==> src/rtl/vehicle_request_unit_pkg.sv <==
`default_nettype none
// ============================================================================
// Module      : vehicle_request_unit_pkg
// Description : Shared types and constants for the vehicle request unit:
//               lane state encoding, lane count and counter widths.
// Revision    : 1.0 - initial release
// ============================================================================
package vehicle_request_unit_pkg;

  // Number of approach lanes served by the unit
  localparam int c_LANES  = 4;

  // Debounce counter width (supports thresholds 1..15)
  localparam int c_CNT_W  = 4;

  // Wait counter width (supports starvation thresholds 1..255)
  localparam int c_WAIT_W = 8;

  // Per-lane request state
  typedef enum logic [1:0] {
    ST_IDLE    = 2'd0,
    ST_ARM     = 2'd1,
    ST_PENDING = 2'd2,
    ST_SERVED  = 2'd3
  } lane_state_t;

endpackage : vehicle_request_unit_pkg
`default_nettype wire

==> src/rtl/vehicle_request_unit_lane.sv <==
`default_nettype none
// ============================================================================
// Module      : lane_request_fsm
// Description : One traffic lane: two-flop detector synchronizer, debounce
//               state machine, latched request and, when the macro
//               VEHICLE_REQUEST_WAIT_STATS_EN is defined, a saturating wait
//               counter driving the starvation flag.
// Revision    : 1.0 - initial release
// ============================================================================
module lane_request_fsm
  import vehicle_request_unit_pkg::*;
#(
  parameter int DEBOUNCE_CYC = 4,
  parameter int STARVE_CYC   = 255
) (
  input  logic clk,
  input  logic reset,
  input  logic i_det,
  input  logic i_green,
  output logic o_req,
  output logic o_starve
);

  // Last debounce count value before the request is accepted
  localparam logic [c_CNT_W-1:0] c_DEB_LAST = c_CNT_W'(DEBOUNCE_CYC - 1);

  logic              r_sync1;
  logic              r_sync2;
  lane_state_t       r_state;
  lane_state_t       w_state_nxt;
  logic [c_CNT_W-1:0] r_cnt;
  logic [c_CNT_W-1:0] w_cnt_nxt;
  logic              r_req;
  logic              w_req_nxt;

  // Bring the asynchronous loop-detector level into the clock domain
  always_ff @(posedge clk) begin
    if (reset) begin
      r_sync1 <= 1'b0;
      r_sync2 <= 1'b0;
    end else begin
      r_sync1 <= i_det;
      r_sync2 <= r_sync1;
    end
  end

  // State, debounce count and request register
  always_ff @(posedge clk) begin
    if (reset) begin
      r_state <= ST_IDLE;
      r_cnt   <= '0;
      r_req   <= 1'b0;
    end else begin
      r_state <= w_state_nxt;
      r_cnt   <= w_cnt_nxt;
      r_req   <= w_req_nxt;
    end
  end

  // Next state: green always wins over debounce completion
  always_comb begin
    w_state_nxt = r_state;
    w_cnt_nxt   = r_cnt;
    case (r_state)
      ST_IDLE: begin
        if (i_green) begin
          w_state_nxt = ST_SERVED;
          w_cnt_nxt   = '0;
        end else if (r_sync2) begin
          if (DEBOUNCE_CYC == 1) begin
            w_state_nxt = ST_PENDING;
            w_cnt_nxt   = '0;
          end else begin
            w_state_nxt = ST_ARM;
            w_cnt_nxt   = c_CNT_W'(1);
          end
        end
      end
      ST_ARM: begin
        if (i_green) begin
          w_state_nxt = ST_SERVED;
          w_cnt_nxt   = '0;
        end else if (!r_sync2) begin
          w_state_nxt = ST_IDLE;
          w_cnt_nxt   = '0;
        end else if (r_cnt == c_DEB_LAST) begin
          w_state_nxt = ST_PENDING;
          w_cnt_nxt   = '0;
        end else begin
          w_cnt_nxt   = r_cnt + c_CNT_W'(1);
        end
      end
      ST_PENDING: begin
        if (i_green) begin
          w_state_nxt = ST_SERVED;
        end
      end
      ST_SERVED: begin
        if (!i_green) begin
          w_state_nxt = r_sync2 ? ST_PENDING : ST_IDLE;
        end
      end
      default: begin
        w_state_nxt = ST_IDLE;
        w_cnt_nxt   = '0;
      end
    endcase
    // Pending holds the request; while served it tracks live occupancy
    w_req_nxt = (w_state_nxt == ST_PENDING) ||
                ((w_state_nxt == ST_SERVED) && r_sync2);
  end

  assign o_req = r_req;

`ifdef VEHICLE_REQUEST_WAIT_STATS_EN
  localparam logic [c_WAIT_W-1:0] c_STARVE = c_WAIT_W'(STARVE_CYC);

  logic [c_WAIT_W-1:0] r_wait;
  logic [c_WAIT_W-1:0] w_wait_nxt;
  logic                r_starve;

  // Wait counter: counts pending cycles, saturates, clears on service
  always_comb begin
    w_wait_nxt = r_wait;
    if (w_state_nxt == ST_SERVED) begin
      w_wait_nxt = '0;
    end else if ((r_state == ST_PENDING) && (r_wait != c_STARVE)) begin
      w_wait_nxt = r_wait + c_WAIT_W'(1);
    end
  end

  // Wait counter and starvation flag registers (flag mirrors counter==threshold)
  always_ff @(posedge clk) begin
    if (reset) begin
      r_wait   <= '0;
      r_starve <= 1'b0;
    end else begin
      r_wait   <= w_wait_nxt;
      r_starve <= (w_wait_nxt == c_STARVE);
    end
  end

  assign o_starve = r_starve;
`else
  // Statistics compiled out: the flag is always 0; the threshold is still
  // referenced so the parameter is consumed in this build.
  assign o_starve = 1'b0 && (STARVE_CYC != 0);
`endif

endmodule : lane_request_fsm
`default_nettype wire

==> src/rtl/vehicle_request_unit.sv <==
`default_nettype none
// ============================================================================
// Module      : vehicle_request_unit
// Description : Four-lane vehicle request unit. Instantiates one
//               lane_request_fsm per lane, maps the requests to T1..T4 and
//               forms req_any. Optional wait statistics are enabled with the
//               macro VEHICLE_REQUEST_WAIT_STATS_EN.
// Revision    : 1.0 - initial release
// ============================================================================
module vehicle_request_unit
  import vehicle_request_unit_pkg::*;
#(
  parameter int DEBOUNCE_CYC = 4,
  parameter int STARVE_CYC   = 255
) (
  input  logic                clk,
  input  logic                reset,
  input  logic [c_LANES-1:0]  det,
  input  logic [c_LANES-1:0]  Gi,
  output logic                T1,
  output logic                T2,
  output logic                T3,
  output logic                T4,
  output logic                req_any,
  output logic [c_LANES-1:0]  starve
);

  logic [c_LANES-1:0] w_req;
  logic [c_LANES-1:0] w_starve;

  for (genvar gi = 0; gi < c_LANES; gi++) begin : g_lane
    lane_request_fsm #(
      .DEBOUNCE_CYC (DEBOUNCE_CYC),
      .STARVE_CYC   (STARVE_CYC)
    ) u_lane (
      .clk      (clk),
      .reset    (reset),
      .i_det    (det[gi]),
      .i_green  (Gi[gi]),
      .o_req    (w_req[gi]),
      .o_starve (w_starve[gi])
    );
  end

  assign T1      = w_req[0];
  assign T2      = w_req[1];
  assign T3      = w_req[2];
  assign T4      = w_req[3];
  assign req_any = |w_req;
  assign starve  = w_starve;

endmodule : vehicle_request_unit
`default_nettype wire

==> config.mk <==
export PLATFORM = sky130hd
export DESIGN_NAME = vehicle_request_unit
export DESIGN_NICKNAME = d
export VERILOG_FILES = /design/src/rtl/vehicle_request_unit_pkg.sv /design/src/rtl/vehicle_request_unit_lane.sv /design/src/rtl/vehicle_request_unit.sv
export SDC_FILE = /design/constraint.sdc
export NUM_CORES = 1
export LEC_CHECK = 0
export ABC_CLOCK_PERIOD_IN_PS = 1600
export CAP_MARGIN = 20
export CORE_MARGIN = 2
export CORE_UTILIZATION = 42
export DETAILED_ROUTE_END_ITERATION = 10
export GPL_ROUTABILITY_DRIVEN = 0
export PLACE_DENSITY = 0.74
export SKIP_LAST_GASP = 1
export SLEW_MARGIN = 20
export SYNTH_ARGS = -nofsm -noshare
export SYNTH_HDL_FRONTEND = slang
export SYNTH_SLANG_ARGS = --single-unit
==> constraint.sdc <==
create_clock -name clk -period 1.6 [get_ports clk]
set_input_delay 0.32 -clock clk [delete_from_list [all_inputs] [get_ports clk]]
set_output_delay 0.32 -clock clk [all_outputs]
set_load 0.1 [all_outputs]
# Yosys cells after proc, flatten, opt, wreduce, memory -nomap -nowiden
# Index checks and enable logic that the tools add are counted.
[totals]
regBits = 36
latch_bits = 0
ramBits = 0
romBits = 0
input_bits = 10
word_cells = 133
n_memories = 0
[op_classes]
add_sub_neg = 4
n_mul = 0
div = 0
order_cmp = 0
n_eq_ne = 28
shifts = 0
mux = 60
bitwise_logic = 0
reduce_logical = 21
[op_table]
columns = ["op", "n"]
rows = [
  ["4-bit two-way mux", 20],
  ["2-bit two-way mux", 32],
  ["2-bit equality test (second input constant)", 16],
  ["2-bit one-hot mux with 4 select lines", 4],
  ["4-bit one-hot mux with 2 select lines", 4],
  ["4-bit by 1-bit adder with 4-bit output (second input constant)", 4],
  ["4-bit by 2-bit equality test with 1-bit output (second input constant)", 4],
  ["3-bit by 2-bit != test with 1-bit output (second input constant)", 4],
  ["2-bit by 1-bit equality test with 1-bit output (second input constant)", 4],
  ["2-bit zero test", 4],
  ["2-bit AND reduction", 4],
  ["2-bit nonzero test", 4],
  ["1-bit logical AND", 4],
  ["1-bit logical OR", 4],
  ["4-bit OR reduction", 1],
]

# Depth between registers and ports, before layout
[depth]
word_depth = 8
mapped_depth = 4
ltp_nobuf = 4

# Modules after synthesis
# A second synthesis with hierarchy kept.
[hier_totals]
cells_unflattened = 186
area_unflattened_um2 = 1740.4
[by_module_without_submodules]
columns = ["mod", "instances", "cells_per_inst", "area_per_inst_um2", "seq_area_each_um2"]
rows = [
  ["lane_request_fsm (g_lane[0].u_lane ...)", 3, 47, 442.9, 180.2],
  ["lane_request_fsm (g_lane[3].u_lane)", 1, 44, 404.1, 180.2],
  ["vehicle_request_unit", 1, 1, 7.5, 0.0],
]

# Worst setup path after synthesis
# Ideal clock, no wire load.
[synth_path]
kind = "register to output"
from = "reg g_lane[1].u_lane.r_req"
to = "out req_any"
t_arrival_ps = 1760
t_required_ps = 1280
slack_ps = -480
stages_incl_launch_ff = 2
cell_sequence = "dfxtp_1 or4_1"
[synth_between]
elab_chain_len = 1
[synth_lines]
columns = ["element", "line", "text"]
rows = [
  ["from (decl)", "vehicle_request_unit_lane.sv:33", "logic r_req;"],
  ["from (signal assigned)", "vehicle_request_unit_lane.sv:56", "r_req <= w_req_nxt;"],
  ["4-bit OR reduction", "vehicle_request_unit.sv:49", "assign req_any = |w_req;"],
  ["to (decl)", "vehicle_request_unit.sv:24", "output logic req_any,"],
]
# Every way passes these cells.

# Worst setup path in the final report
# Ends and elaborated chain as after synthesis.

==> impl_metrics.toml <==
[timing]
finalCritPeriodShare_pct = 102
setup_tns_ns = -0.0325
fin_crit_ns = 1.63
slew_violations = 0
skew_ns = 0.00363
max_freq_mhz = 613
finalSetupViolations = 1
finalHoldViolCount = 0
rsz0062_at_grt = "true"
fin_ws_ns = -0.0325
hold-worst-slack_ns = 0.431

[floorplan]
initial_core_util_pct = 42.9
ios = 19
fp.coreArea_sq_um = 3940
chipHeight_um = 67.4
die_w_um = 67.4
rows = 23
fp.dieArea_sq_um = 4550

[setup_path]
crit_arrival_ns = 1.31
start_kind = "flip-flop"
critical_path_class = "reg -> out"
crit_path_end_kind = "output port"
rr_endpoint = "g_lane[0].u_lane.r_cnt[0]"
r2r_start = "g_lane[0].u_lane.r_cnt[0]"
worstPathRequired_ns = 1.28
reg2reg_depth = 4
crit_fanout = 2
rrSetupSlack_ns = 0.10

[min_path]
holdPathEnd = "g_lane[1].u_lane.r_sync2"
min_path_type = "reg -> reg"
hold_start = "g_lane[1].u_lane.r_sync1"
hold_depth = 1

[route]
vias = 1446
drt_iter0_drc = 101
final_antenna_net_count = 0
avgViaCountPerCell = 5.36
wl_um = 3340
routedWlPerCell_um = 12.4
drc = 0
dr.pass1.iters = 4

[synth]
syn_avg_cell_area_sq_um = 9.09
yosysMostFrequentCell = "dfxtp_1"
synth_commonest_cells = "dfxtp_1 (36), nor2_1 (21), a211oi_1 (14), o21ai_0 (12)"
ys_types = 33
synth_edf_count = 0
synth_top_area_cell = "dfxtp_1"
syn_area_sq_um = 1690
synth_cells = 186
synth_top_area_share_pct = 42.6
ys_warn_count = 0
ys.flop_type = "dfxtp_1"
async_reset_ff_share_pct = 0
synth_seq_cells = 36
yosys-top-cells-area = "dfxtp_1 (43%), a211oi_1 (6.2%), nor2_1 (4.7%), o21ai_0 (3.6%), nor2b_1 (3.3%)"
seq_area_frac_synth_pct = 42.6

[grt]
antenna_found_initial = 0
grt_remaining_overflow = 0
grt_pass1_wl_um = 5490
grt_start_max_net_pins = 25
grtUsageTotal_pct = 15.7
grt_pass1_vias = 1274

[clocking]
cts_tree = "done"
clk_pin_slew_worst_paths_ns = 0.07
clockRootBuffer = "clkbuf_8"
clk_latency_ns = 0.28
clkSinkCount = 36
htreeDepth = 2
cts_buffer_depth = 2
hold_buffers = 0
cts_buffers = 5

[final_layout]
fillers = 346
drive_above_1_share_pct = 19.5
syn_to_final_growth_pct = 26.3
diodes = 0
post-route-util_pct = 54.1
nets = 233

[status]
failed_checks = "setup timing"
status = "finished, violations left"

[placed_design]
place_hpwl_um = 2320
place_ws_ns = -0.0507
io_buffers = 14

[pwr]
power_density_nw_per_um2 = 910
vdd_drop_max_v = 0.000653
fin_total_pwr_mw = 1.94
leakagePower_nw = 0.765

[run]
maxCapViolations = 0
==> timing repair <==
item	in CTS	in global routing
pin swaps	1	0
cloned	0	0
setup buffers	3	0
hold endpoints to repair	0	0
endpoints found under the setup margin	1	2
gates resized for setup	0	1
==> through the flow <==
step / area [sq um] / std cells
6_report: 2130 / 270
5_1_grt: 2130 / 270
4_1_cts: 2130 / 270
3_5_place_dp: 2020 / 259
3_3_place_gp: 2020 / 259
2_1_floorplan: 1710 / 189
==> worst max-delay path, cell delays in order (launching register included) <==
cell,delay (ns)
dfxtp_2,0.32
or4_4,0.54
buf_12,0.18
==> final cells by class <==
class | count | area [sq um] | share of cell area (%)
clock buffer | 8 | 90.1 | 4.22
inverter | 9 | 33.8 | 1.58
multi-input combinational | 133 | 870 | 40.7
sequential | 36 | 726 | 34.0
tap | 50 | 62.6 | 2.93
timing repair buffer | 34 | 353 | 16.5
==> registers in the layout (all words and copies together) (netlist names) <==
register / count
g_lane.u_lane.o_req: 4
g_lane.u_lane.r_cnt: 16
g_lane.u_lane.r_state: 8
g_lane.u_lane.r_sync1: 4
g_lane.u_lane.r_sync2: 4
==> power by group <==
group / internal, mW / leakage [nW] / switching [mW]
Combinational: 0.137 / 0.422 / 0.183
Clock: 0.351 / 0.0455 / 0.300
Sequential: 0.933 / 0.297 / 0.0389
Total: 1.42 / 0.765 / 0.522
==> placed cells by master (no fill, tap or decap), drive strengths merged, types with 2 or more instances in the layout <==
master,count
nor3b,6
nand3,4
nor3,4
a31oi,3
dfxtp,36
a311oi,4
nand2,9
a21oi,4
nand4bb,3
a41oi,4
o21ai,12
nor2b,9
nor4,4
and4bb,4
nor2,21
conb,4
or3b,3
nor4bb,4
clkdlybuf4s50,9
a211oi,14
inv,9
nand2b,6
o41ai,2
buf,25
ha,4
clkbuf,8
==> cell families after synthesis <==
kind of cell               count (synthesis)  synth area share, %
AOI/OAI and AO/OA                         45                 18.2
and+or+nand+nor                           80                 29.2
DFF                                       36                 42.6
adders and majority gates                  4                 2.96
other                                      1                0.222
buffers and inverters                     20                 6.81
==> worst max path at each step <==
stage	slack [ns]	start	cells after the start	end
2_1_floorplan	0.03	g_lane[2].u_lane.o_req	1	req_any
3_3_place_gp	0.01	Gi[3]	4	g_lane[3].u_lane.r_cnt[3]
3_5_place_dp	-0.05	Gi[2]	4	g_lane[2].u_lane.r_cnt[3]
4_1_cts	-0.05	g_lane[1].u_lane.o_req	2	req_any
5_1_grt	-0.07	g_lane[1].u_lane.o_req	2	req_any
6_report	-0.03	g_lane[1].u_lane.o_req	2	req_any
==> routing by layer <==
metal,share of wire (%),up-vias,track usage (%)
met5,0,-,0
met4,0.75,0,5.87
met3,4.7,4,4.17
met2,45,36,24.0
met1,49,662,21.1
li1,-,744,-
No activity file was read; power rests on OpenSTA's default activity.
